File: config.mk
export PLATFORM = sky130hd
export DESIGN_NAME = sa_skew_feeder
export DESIGN_NICKNAME = d
export VERILOG_FILES = /design/src/rtl/sa_pkg.sv /design/src/rtl/sa_skew_lane.sv /design/src/rtl/sa_skew_feeder.sv
export SDC_FILE = /design/constraint.sdc
export NUM_CORES = 1
export LEC_CHECK = 0
export ABC_CLOCK_PERIOD_IN_PS = 61000
export BUFFER_PORTS_ARGS = -buffer_cell sky130_fd_sc_hd__buf_2
export CELL_PAD_IN_SITES_DETAIL_PLACEMENT = 0
export CELL_PAD_IN_SITES_GLOBAL_PLACEMENT = 1
export CORE_ASPECT_RATIO = 0.6
export CORE_MARGIN = 10
export CORE_UTILIZATION = 31
export DETAILED_ROUTE_END_ITERATION = 16
export GPL_TIMING_DRIVEN = 0
export PLACE_DENSITY_LB_ADDON = 0.1
export SLEW_MARGIN = 20
export SYNTH_ARGS = -nofsm -noshare
export SYNTH_HDL_FRONTEND = slang
export SYNTH_HIERARCHICAL = 1
export SYNTH_SLANG_ARGS = --single-unit
File: constraint.sdc
create_clock -name clk -period 61 [get_ports clk]
set_input_delay 15.25 -clock clk [delete_from_list [all_inputs] [get_ports clk]]
set_output_delay 15.25 -clock clk [all_outputs]
set_load 0.01 [all_outputs]
File: src/rtl/sa_pkg.sv
// rtl/sa_pkg.sv - shared defaults, feed length and state encoding for the skew feeder
package sa_pkg;

  localparam int SA_SIZE       = 4;
  localparam int SA_DATA_WIDTH = 10;
  localparam int FEED_CYCLES   = 2 * SA_SIZE + 1;

  typedef enum logic [1:0] {
    ST_IDLE  = 2'd0,
    ST_CLEAR = 2'd1,
    ST_FEED  = 2'd2,
    ST_DRAIN = 2'd3
  } feeder_state_t;

  // Beats needed to push a full skewed wavefront through a size x size array
  function automatic int feed_cycles(input int size);
    return 2 * size + 1;
  endfunction

endpackage

File: src/rtl/sa_skew_lane.sv
// rtl/sa_skew_lane.sv - per-lane skew select: row[beat-LANE] inside the window, else zero
module sa_skew_lane #(
  parameter int SIZE       = 4,
  parameter int DATA_WIDTH = 10,
  parameter int LANE       = 0,
  parameter int TW         = 4
) (
  input  logic [TW-1:0]                beat,
  input  logic signed [DATA_WIDTH-1:0] row [SIZE],
  output logic signed [DATA_WIDTH-1:0] value
);

  always_comb begin
    value = '0;
    for (int k = 0; k < SIZE; k++) begin
      if (beat == TW'(k + LANE)) value = row[k];
    end
  end

endmodule

File: src/rtl/sa_skew_feeder.sv
// rtl/sa_skew_feeder.sv - buffers one A/B job and streams it skewed into a systolic array
module sa_skew_feeder
  import sa_pkg::*;
#(
  parameter int SIZE       = SA_SIZE,
  parameter int DATA_WIDTH = SA_DATA_WIDTH,
  parameter int DRAIN_MAX  = 4 * SIZE
) (
  input  logic                         clk,
  input  logic                         rst,
  input  logic                         in_valid,
  output logic                         in_ready,
  input  logic signed [DATA_WIDTH-1:0] a_mat [SIZE][SIZE],
  input  logic signed [DATA_WIDTH-1:0] b_mat [SIZE][SIZE],
  output logic                         sa_clear,
  output logic signed [DATA_WIDTH-1:0] a_out [SIZE],
  output logic signed [DATA_WIDTH-1:0] b_out [SIZE],
  output logic                         out_valid,
  input  logic                         sa_done,
  output logic                         busy,
  output logic                         timeout_err
);

  localparam int FEED_N = feed_cycles(SIZE);
  localparam int TW     = $clog2(FEED_N + 1);
  localparam int DCW    = $clog2(DRAIN_MAX + 1);
  localparam logic [TW-1:0]  LAST_BEAT  = TW'(FEED_N - 1);
  localparam logic [DCW-1:0] DRAIN_LAST = DCW'(DRAIN_MAX - 1);

  feeder_state_t state;
  logic [TW-1:0]  beat;
  logic [TW-1:0]  sel_beat;
  logic [DCW-1:0] drain_cnt;
  logic           load_beat;

  logic signed [DATA_WIDTH-1:0] buf_a [SIZE][SIZE];
  logic signed [DATA_WIDTH-1:0] buf_b [SIZE][SIZE];
  logic signed [DATA_WIDTH-1:0] lane_a [SIZE];
  logic signed [DATA_WIDTH-1:0] lane_b [SIZE];

  assign in_ready = (state == ST_IDLE);
  assign busy     = (state != ST_IDLE);

  // Output registers are loaded one cycle ahead, so lanes look at the next beat
  always_comb begin
    load_beat = (state == ST_CLEAR) || ((state == ST_FEED) && (beat != LAST_BEAT));
    sel_beat  = (state == ST_CLEAR) ? '0 : beat + TW'(1);
  end

  for (genvar g = 0; g < SIZE; g++) begin : g_lane
    sa_skew_lane #(.SIZE(SIZE), .DATA_WIDTH(DATA_WIDTH), .LANE(g), .TW(TW)) u_lane_a (
      .beat  (sel_beat),
      .row   (buf_a[g]),
      .value (lane_a[g])
    );
    sa_skew_lane #(.SIZE(SIZE), .DATA_WIDTH(DATA_WIDTH), .LANE(g), .TW(TW)) u_lane_b (
      .beat  (sel_beat),
      .row   (buf_b[g]),
      .value (lane_b[g])
    );
  end

  always_ff @(posedge clk) begin
    if (rst) begin
      state       <= ST_IDLE;
      beat        <= '0;
      drain_cnt   <= '0;
      sa_clear    <= 1'b0;
      out_valid   <= 1'b0;
      timeout_err <= 1'b0;
      for (int i = 0; i < SIZE; i++) begin
        a_out[i] <= '0;
        b_out[i] <= '0;
      end
    end else begin
      sa_clear    <= 1'b0;
      timeout_err <= 1'b0;
      out_valid   <= load_beat;
      for (int i = 0; i < SIZE; i++) begin
        a_out[i] <= load_beat ? lane_a[i] : '0;
        b_out[i] <= load_beat ? lane_b[i] : '0;
      end
      case (state)
        ST_IDLE: begin
          if (in_valid) begin
            buf_a    <= a_mat;
            buf_b    <= b_mat;
            sa_clear <= 1'b1;
            state    <= ST_CLEAR;
          end
        end
        ST_CLEAR: begin
          beat  <= '0;
          state <= ST_FEED;
        end
        ST_FEED: begin
          if (beat == LAST_BEAT) begin
            drain_cnt <= '0;
            state     <= ST_DRAIN;
          end else begin
            beat <= beat + TW'(1);
          end
        end
        ST_DRAIN: begin
          if (sa_done) begin
            state <= ST_IDLE;
          end else if (drain_cnt == DRAIN_LAST) begin
            timeout_err <= 1'b1;
            state       <= ST_IDLE;
          end else begin
            drain_cnt <= drain_cnt + DCW'(1);
          end
        end
        default: state <= ST_IDLE;
      endcase
    end
  end

endmodule

[Word-level counts from Yosys, hierarchy flattened]
Index checks and enable logic that the tools add are counted.
Word-level totals
  output and inout bits: 85
  register bits: 414
  input port bits: 324
  word-level logic and storage cells: 130
Cells by class
  equality and inequality tests: 18
  muxes and demuxes: 46
  add/sub/neg operators: 2
  reductions and logical operators: 14
  bitwise logic cells: 4
Operators by type and width (count)
  $mux 10: 32
  $mux 5: 3
  $eq 4x3->1 const B: 3
  $pmux 5 s2: 1
  $eq 4x2->1 const B: 2
  $mux 2: 4
  $mux 4: 2
  $ne 2x2->1 const B: 4
  $pmux 2 s4: 1
  $pmux 4 s2: 1
  $reduce_and 3->1: 2
  $reduce_bool 2->1: 3
  $add 5x1->5 const B: 1
  $eq 5x4->1 const B: 1
  $add 4x1->4 const B: 1
  $eq 2x2->1 const B: 2
  $eq 4x1->1 const B: 1
  $eq 4x4->1 const B: 1
  $logic_not 4->1: 1
  $ne 4x4->1 const B: 1
  $not 1->1: 4
  $reduce_and 4->1: 1
  $reduce_or 2->1: 2
  $ne 3x3->1 const B: 1
  other kinds (8): 9

[Logic depth before layout (Yosys ltp)]
Gate-level depths: netlist of run 1.
  depth in word-level cells: 7
  gate-level depth with buffers: 10
  depth with buffers taken out: 7

[By module]
The synthesis of run 1 kept the hierarchy.
Modules (own cells, without submodules)
  sa_skew_feeder: instances 1, sequential area each 11491.0 um^2, area an instance 12852.3 um^2, cells each 596
  sa_skew_lane at g_lane[3].u_lane_a ...: instances 2, sequential area each 0.0 um^2, area an instance 350.3 um^2, cells each 48
  sa_skew_lane at g_lane[2].u_lane_a ...: instances 2, sequential area each 0.0 um^2, area an instance 306.5 um^2, cells each 36
  sa_skew_lane at g_lane[0].u_lane_a ...: instances 2, sequential area each 0.0 um^2, area an instance 304.0 um^2, cells each 36
  sa_skew_lane at g_lane[1].u_lane_a ...: instances 2, sequential area each 0.0 um^2, area an instance 271.5 um^2, cells each 46

[Least setup slack after synthesis of run 1]
No wires, ideal clock.
  path type: input -> register
  start point: input port rst
  end point: register buf_a[0] (netlist bit) (enable)
  data required time: 59.993 ns
  slack: 30.905 ns
  library setup time: 1.007 ns
  path buffers: 3
  data arrival time: 29.088 ns
  stages on the path: 4
  cells stage by stage: buf_2 -> clkbuf_1 -> clkbuf_1 -> nor2_1
Between the ends
  word-level cells in the longest chain between the ends: 2
RTL lines
  from (decl): line sa_skew_feeder.sv:10  | input logic rst,
  $not 1->1 (no line)
  $reduce_and 3->1 (no line)
  to (signal assigned): line sa_skew_feeder.sv:86  | buf_a <= a_mat;
  to (decl): line sa_skew_feeder.sv:36  | logic signed [DATA_WIDTH-1:0] buf_a [SIZE][SIZE];
No other way between the ends.
A chain may end at the register's enable or synchronous reset.

[Final worst setup path of run 1]
  start point: input port rst
  end point: register buf_a[14] (netlist bit) (enable)
Same word-level chain as after synthesis.

==> qor.txt, run 1 <==
Detailed Routing Iterations Pass 1 = 4
Fraction of layout cells with a size suffix above 1 = 0.377
Critical Path End Type = register
Filler cell count = 4579
# rows = 62
Slew at the pin with the worst max-slew slack = 0.869 ns
Crit-path slowest cell = clkbuf_1
Hold Vio Cnt, Final = 0
Post-synthesis mux area share = 0.0582
CP max stage delay = 0.61 ns
Synth Cell Area = 15300 um2
IO Pins = 409
Area Growth Syn to Fin = 29.6%
Synth Area in Adders = 0.00735
H-Tree Depth = 2
Antenna violations before repair = 18
Max Slew Vio Count = 0
Die W = 307 um
Post CTS Setup Buffer Count = 0
R2R depth = 8
Fin nets = 1728
Lkg Pwr = 7.54 nW
Synth Area in XOR/XNOR = 0.00114
Crit path buf inv count = 10
Comb power frac = 0.241
Commonest non-fill, non-tap cell in the layout = buf_2
Critical-path cell list = buf_2 -> buf_2 -> clkbuf_1 -> clkbuf_1 -> nor2_4 -> buf_12 -> buf_12 -> buf_12 -> buf_16 -> buf_16 -> buf_16
CTS buffer count = 41
Most frequent cells in the layout = buf_2 (424), edfxtp_1 (320), dfxtp_1 (94), mux2i_1 (89), nor3b_1 (80)
Setup Skew = 0.0120 ns
Post-route minimum period = 17.81 ns
DRC errors left = 0
Cts hold-fix bufs = 0
Placed Cells = 1992
Crit path kind = primary input to register
Maxcap violations = 0
Asr flop ratio synth = 0
Grt total ovfl = 0
Yosys warning count = 6
Sw power = 0.000225 W
Chip Height = 192 um
Met2 wire length = 21500 um
Input/output buffers = 408
Largest family of logic cells by synthesized area = simple AND/OR/NAND/NOR gates
Routability Congestion = 0.749
Net Sw Frac = 0.290
Hold path depth = 2
Period utilisation layout = 0.292
DR top layer = met5
Final TNS setup = 0 ns
Reg area = 11500 um2
Post-cts resize count = 0
Final Non-Filler Cells = 2075
Routed Antenna Nets = 0
Simple-Gate Fraction of Synth Area = 0.0814
Power share of the clock group = 0.311
Routed wl met3 = 3710 um
Synthesized area per cell = 16.5 um2
WHS Endpoint = drain_cnt[4]
Endpoints failing setup = 0
Area of the die = 59000 um2
DR vias = 9741
Synth unique cells = 56
Fmax = 56.2 MHz
Worst setup path start = rst
Routed len/inst = 22.7 um
Flops & latches, synth = 414
FF-to-FF Start = state[1]
Slew HR = 0.421
Clock Latency Late Sink = 0.54 ns
Core area = 48300 um2
RSZ-0062 raised after global routing = no
Post-Synthesis Cells = 928
1st-iter DRT viols = 618
Critical Path RT = 61.28 ns
Seq pwr share = 0.448
Vias per Instance = 4.69
PD cells = 39.2 nW/um2
Largest net degree at the start of global routing = 29
Hold wc startpoint = drain_cnt[4]
Synth Net Count = 1261
Met1 WL = 21200 um
TritonCTS clock tree = yes
Post-synth EDFFs = 320
CP Data Arrival Time = 18.09 ns
Cell family with most CP delay = buffers and inverters
Tightest Hold Check Type = register to register
CTS root buf = clkbuf_16
Reg-to-Reg End = b_out[9]
Compound-Gate Fraction of Synth Area = 0.0760
Status = finished, final reports clean
Initial Util = 0.317
Worst-path clk slew = 0.06 ns
WL final = 47200 um
Crit-path max FO = 26
First-pass GRT wire length = 68300 um
Worst setup SP type = primary input
Max IR drop VDD = 18.9 uV
Number of global-route vias before repair = 10.3k
Pint = 0.000552 W
Dpl hpwl = 35000 um
GR Util All Layers = 0.154
Multi-input gate area in the final layout = 3470 um2
Maximum clock insertion buffer count = 3
Flop2flop setup slack = 57.79 ns
Sequential share of the synthesized area = 0.750
Top FF cell, synth = edfxtp_1
CTS sink cnt = 414
[worst max-delay path by stage]
stage / to / slack, ns / cells after the start
6_report: buf_a[14] / 43.19 / 11
3_5_place_dp: buf_a[27] / 42.56 / 11
5_1_grt: buf_a[14] / 42.99 / 11
3_3_place_gp: buf_a[65] / 24.21 / 5
2_1_floorplan: buf_a[0] / 30.91 / 4
4_1_cts: buf_a[31] / 43.12 / 11
[worst register-to-register path, stage by stage (launching register included)]
cell and delay (ns):
dfxtp_1 0.38, inv_1 0.10, ha_1 0.18, clkbuf_1 0.32, nor2_4 0.72, nor3b_2 0.72, a22oi_1 0.15, o21ai_1 0.36
nor3b_1 0.21
[Yosys cell counts (all sizes together), types with 2 or more instances]
master | instances | area share
a2bb2oi | 2 | 0.0011
nor4bb | 3 | 0.0028
a22oi | 33 | 0.017
nor3b | 82 | 0.041
mux2i | 89 | 0.058
o211ai | 2 | 0.00098
nor4b | 3 | 0.0037
nor2b | 5 | 0.0020
edfxtp | 320 | 0.63
inv | 10 | 0.0025
or2 | 2 | 0.00082
nor3 | 3 | 0.00098
a2111oi | 2 | 0.0024
or3b | 9 | 0.0053
and4bb | 2 | 0.0016
nand2b | 12 | 0.0049
a31oi | 2 | 0.00082
o21bai | 2 | 0.00098
o21ai | 35 | 0.011
buf | 35 | 0.018
or3 | 2 | 0.00082
o221ai | 20 | 0.011
o21a | 2 | 0.00098
a21oi | 27 | 0.0091
nor2 | 9 | 0.0025
and3b | 4 | 0.0023
dfxtp | 94 | 0.12
o22ai | 44 | 0.018
a211o | 2 | 0.0011
nand3 | 6 | 0.0020
clkbuf | 19 | 0.0050
ha | 9 | 0.0074
nand2 | 26 | 0.0064
nand3b | 4 | 0.0028
[state kept, by name, indices dropped and copies added, names as in the netlist]
signal and count:
timeout_err 1, b_out 40, drain_cnt 5, buf_b 160
state 2, out_valid 1, beat 4, buf_a 160
sa_clear 1, a_out 40
[power groups by stage]
stage          sequential [W]  combinational (W)  clock [W]
6_report             0.000348           0.000188   0.000242
5_1_grt              0.000351           0.000205   0.000263
4_1_cts              0.000349           0.000191   0.000251
3_5_place_dp         0.000355           0.000191          0
3_3_place_gp         0.000379           0.000180          0
2_1_floorplan        0.000373           0.000109          0
[final cells by class]
| class | count | share of cell area |
|---|---|---|
| plain buffers | 54 | 0.0179 |
| diodes | 8 | 0.00101 |
| well taps | 640 | 0.0403 |
| repair buffers | 424 | 0.121 |
| clock inverters | 12 | 0.00334 |
| multi-input cells | 450 | 0.175 |
| flip-flops and latches | 414 | 0.579 |
| inverters | 10 | 0.00189 |
| clock buffers | 63 | 0.0605 |
[logic make-up (layout without fill, tap and decap cells)]
family                   count (synthesis)  in the layout
AO/OA/AOI/OAI                          175            175
XOR/XNOR                                 2              2
adder cells (fa/ha/maj)                  9              9
buffers and inverters                   64            563
flip-flops                             414            414
multiplexers                            89             89
other                                    0              8
AND/OR/NAND/NOR                        175            175
[metal layers]
metal | vias to the layer above | track usage
met3 | 64 | 0.0504
li1 | 4588 | -
met2 | 287 | 0.241
met1 | 4788 | 0.207
met5 | - | 0
met4 | 14 | 0.0297
[through the flow]
step                      setup slack [ns]   util  hold WS (ns)  area (um2)  power, W
after floorplan                      30.91      -         0.448       15300  0.000482
after global placement               24.21  0.376         0.464       18200  0.000559
after detailed placement             42.56  0.384         0.477       18600  0.000545
after CTS                            43.12  0.410         0.485       19800  0.000791
after global routing                 42.99  0.410         0.519       19800  0.000819
final                                43.19  0.411         0.485       19900  0.000777
No activity file was read; power rests on OpenSTA's default activity.
==> run 2: changes to the inputs <==
ABC_AREA = 1   (was not set)
ABC_CLOCK_PERIOD_IN_PS = 18300   (was 61000)
clock period = 18.3 ns   (was 61 ns; I/O delays follow)
==> run 2 against run 1 <==
Compared with the run above:
- count of clock-buffer cells in the layout is 8 higher
- critical path depth is 4 lower
- final area is 0.95% higher
- sequential cell count stayed put
==> qor.txt, run 2 <==
R2R depth = 10 (+2)
Post CTS Setup Buffer Count = 0 (unchanged)
Largest net degree at the start of global routing = 29 (unchanged)
# rows = 63 (+1.6%)
Hold Vio Cnt, Final = 0 (unchanged)
Most frequent cells in the layout = buf_2 (435), nand3_1 (330), edfxtp_1 (320), inv_1 (100), nor2_1 (100)
Largest family of logic cells by synthesized area = simple AND/OR/NAND/NOR gates
Input/output buffers = 408 (unchanged)
Synth Area in XOR/XNOR = 0.00114 (-0.00000335)
Synth Cell Area = 15400 um2 (+0.29%)
Area Growth Syn to Fin = 30.5%
Most common cell in the synthesized netlist = nand3_1
CP Data Arrival Time = 6.39 ns (-11.70 ns)
Critical Path RT = 18.53 ns (-42.75 ns)
Cell family with most CP delay = buffers and inverters
Setup Skew = 0.00919 ns (-0.00276 ns)
DRC errors left = 0 (unchanged)
Crit path kind = primary input to register
Synth Net Count = 1517 (+20%)
Critical-path cell list = buf_2 -> clkbuf_1 -> nor2_4 -> buf_16 -> buf_12 -> buf_12 -> buf_12
Routed len/inst = 21.0 um (-7.5%)
Fin nets = 1987 (+15%)
Slew HR = 0.511 (+0.0905)
PD cells = 137 nW/um2 (+250%)
Chip Height = 192 um (+0.13%)
Sequential share of the synthesized area = 0.748 (-0.00220)
Hold wc startpoint = drain_cnt[4]
Asr flop ratio synth = 0 (unchanged)
Maximum clock insertion buffer count = 3 (unchanged)
FF-to-FF Start = state[1]
GR Util All Layers = 0.161 (+0.00652)
Maxcap violations = 0 (unchanged)
Yosys warning count = 6 (unchanged)
CTS root buf = clkbuf_16
WL final = 49300 um (+4.5%)
Crit path buf inv count = 6 (-4)
Worst setup path start = rst
Clock Latency Late Sink = 0.53 ns (about the same)
DR vias = 10.9k (+12%)
Post-layout util = 0.408 (-0.00333)
Die W = 307 um (+0.14%)
Total Power = 0.00275 W (+250%)
Final worst setup slack = 12.14 ns (-31.05 ns)
RSZ-0062 raised after global routing = no
Commonest non-fill, non-tap cell in the layout = buf_2
Worst setup SP type = primary input
Number of global-route vias before repair = 11.2k (+9.5%)
Crit-path max FO = 26 (unchanged)
Post-Synthesis Cells = 1184 (+28%)
Endpoints failing setup = 0 (unchanged)
Flop2flop setup slack = 15.59 ns (-42.20 ns)
Synthesized area per cell = 13.0 um2 (-21%)
H-Tree Depth = 2 (unchanged)
1st-iter DRT viols = 686 (+11%)
Routed Antenna Nets = 0 (unchanged)
Cts hold-fix bufs = 0 (unchanged)
Top cells by area, synth = edfxtp_1 (63%), dfxtp_1 (12%), nand3_1 (11%), nand4_1 (3.3%), nor2_1 (2.6%)
Post-synthesis mux area share = 0 (-0.0582)
Regs by FF count = buf_a x160, buf_b x160
TritonCTS clock tree = yes
Area of the die = 59200 um2 (+0.27%)
Antenna violations before repair = 14 (-4)
Status = finished, final reports clean
First-pass GRT wire length = 71700 um (+5.0%)
Max Slew Vio Count = 0 (unchanged)
Max IR drop VDD = 66.8 uV (+250%)
Lkg Pwr = 7.80 nW (+3.4%)
Fraction of layout cells with a size suffix above 1 = 0.343 (-0.0340)
IO Pins = 409 (unchanged)
Core area = 49200 um2 (+1.8%)
CTS sink cnt = 414 (unchanged)
Compound-Gate Fraction of Synth Area = 0.00529 (-0.0708)
Routability Congestion = 0.773 (+3.2%)
Reg area = 11500 um2 (unchanged)
Dpl hpwl = 35500 um (+1.2%)
Hold Worst Slack = 0.471 ns (-0.0142 ns)
Initial Util = 0.312 (-0.00461)
Post-synth EDFFs = 320 (unchanged)
Crit-path slowest cell = nor2_4
Commonest cells post-synth = nand3_1 (330), edfxtp_1 (320), nor2_1 (105), inv_1 (100), dfxtp_1 (94)
Most used cell along the critical path = buf_12
Fmax = 162 MHz
Post-route minimum period = 6.16 ns
Flops & latches, synth = 414 (unchanged)
Post-synth top area cell = edfxtp_1
Detailed Routing Iterations Pass 1 = 5 (+1)
CP endpoint = buf_b[72]
Top FF cell, synth = edfxtp_1
CTS buffer count = 42 (+2.4%)
Stages on worst setup path = 7 (-4)
Critical Path End Type = register
Top cell type's share of synthesized area = 0.626 (-0.00184)
Grt total ovfl = 0 (unchanged)
Synth unique cells = 25 (-55%)
DP Worst Slack = 11.57 ns (-30.99 ns)
Worst-path clk slew = 0.06 ns (about the same)
Tightest Hold Check Type = register to register
Post-cts resize count = 0 (unchanged)
Multi-input gate area in the final layout = 3170 um2 (-8.7%)
CP max stage delay = 0.54 ns (-0.07 ns)
Reg-to-Reg End = a_out[19]
Filler cell count = 4810 (+5.0%)
Period utilisation layout = 0.336
Vias per Instance = 4.66 (-0.65%)
Synth Area in Adders = 0.00733 (-0.0000216)
Simple-Gate Fraction of Synth Area = 0.190 (+0.109)
Slew at the pin with the worst max-slew slack = 0.731 ns (-0.137 ns)
Final TNS setup = 0 ns (unchanged)
## run 2: cell types whose count changed after synthesis, sizes merged, moves of 44 or more
cell | before | now
inv | 10 | 123
mux2i | 89 | 0
nand3 | 6 | 330
nand4 | 0 | 82
nor2 | 9 | 131
nor3b | 82 | 0
o22ai | 44 | 0
## run 2: cell type report
type | instances | share of cell area
timing repair buffer | 426 | 0.123
buffer | 40 | 0.0129
inverter | 127 | 0.0239
multi-input combinational | 603 | 0.158
antenna | 5 | 0.000624
tap | 650 | 0.0406
sequential | 414 | 0.573
clock buffer | 71 | 0.0635
clock inverter | 7 | 0.00437
## run 2: layer usage
| metal | track usage | part of all wire | up-vias |
|---|---|---|---|
| met3 | 0.0433 | 0.070 | 64 |
| met1 | 0.210 | 0.43 | 5279 |
| met5 | 0 | 0.0013 | - |
| met2 | 0.265 | 0.48 | 336 |
| li1 | - | - | 5239 |
| met4 | 0.0341 | 0.015 | 10 |
## run 2: power breakdown
part | total, W | internal (W) | switching (W) | leakage, nW
clock | 0.000855 | 0.000502 | 0.000354 | 0.651
combinational | 0.000694 | 0.000217 | 0.000477 | 3.42
sequential | 0.00120 | 0.00116 | 0.0000343 | 3.72
total | 0.00275 | 0.00188 | 0.000866 | 7.80
## run 2: how the worst min path moves through the flow
stage | cells past startpoint | endpoint | slack (ns)
4_1_cts | 2 | drain_cnt[4] | 0.47
3_5_place_dp | 2 | drain_cnt[4] | 0.46
6_report | 2 | drain_cnt[4] | 0.47
3_3_place_gp | 2 | drain_cnt[4] | 0.45
5_1_grt | 2 | drain_cnt[4] | 0.50
2_1_floorplan | 2 | drain_cnt[4] | 0.44
## run 2: logic make-up (layout without fill, tap and decap cells)
logic type      Yosys count  after routing
compound gates           14             14
xor+xnor                  2              2
fa+ha+maj                 9              9
buf+inv                 167            671
flops                   414            414
other cells               0              5
simple gates            578            578
## run 2: through the flow
| step | cell area, um2 | std cells |
|---|---|---|
| global route | 20000 | 2341 |
| detailed placement | 18700 | 2260 |
| CTS | 20000 | 2338 |
| finish | 20000 | 2343 |
| floorplan | 15400 | 1184 |
| global placement | 18200 | 2242 |
## run 2: worst min-delay path, delay by kind of cell (launching register included)
| family | cells | cell delay [ns] |
|---|---|---|
| AO/OA/AOI/OAI | 1 | 0.06 |
| flip-flops | 1 | 0.31 |
| AND/OR/NAND/NOR | 1 | 0.06 |
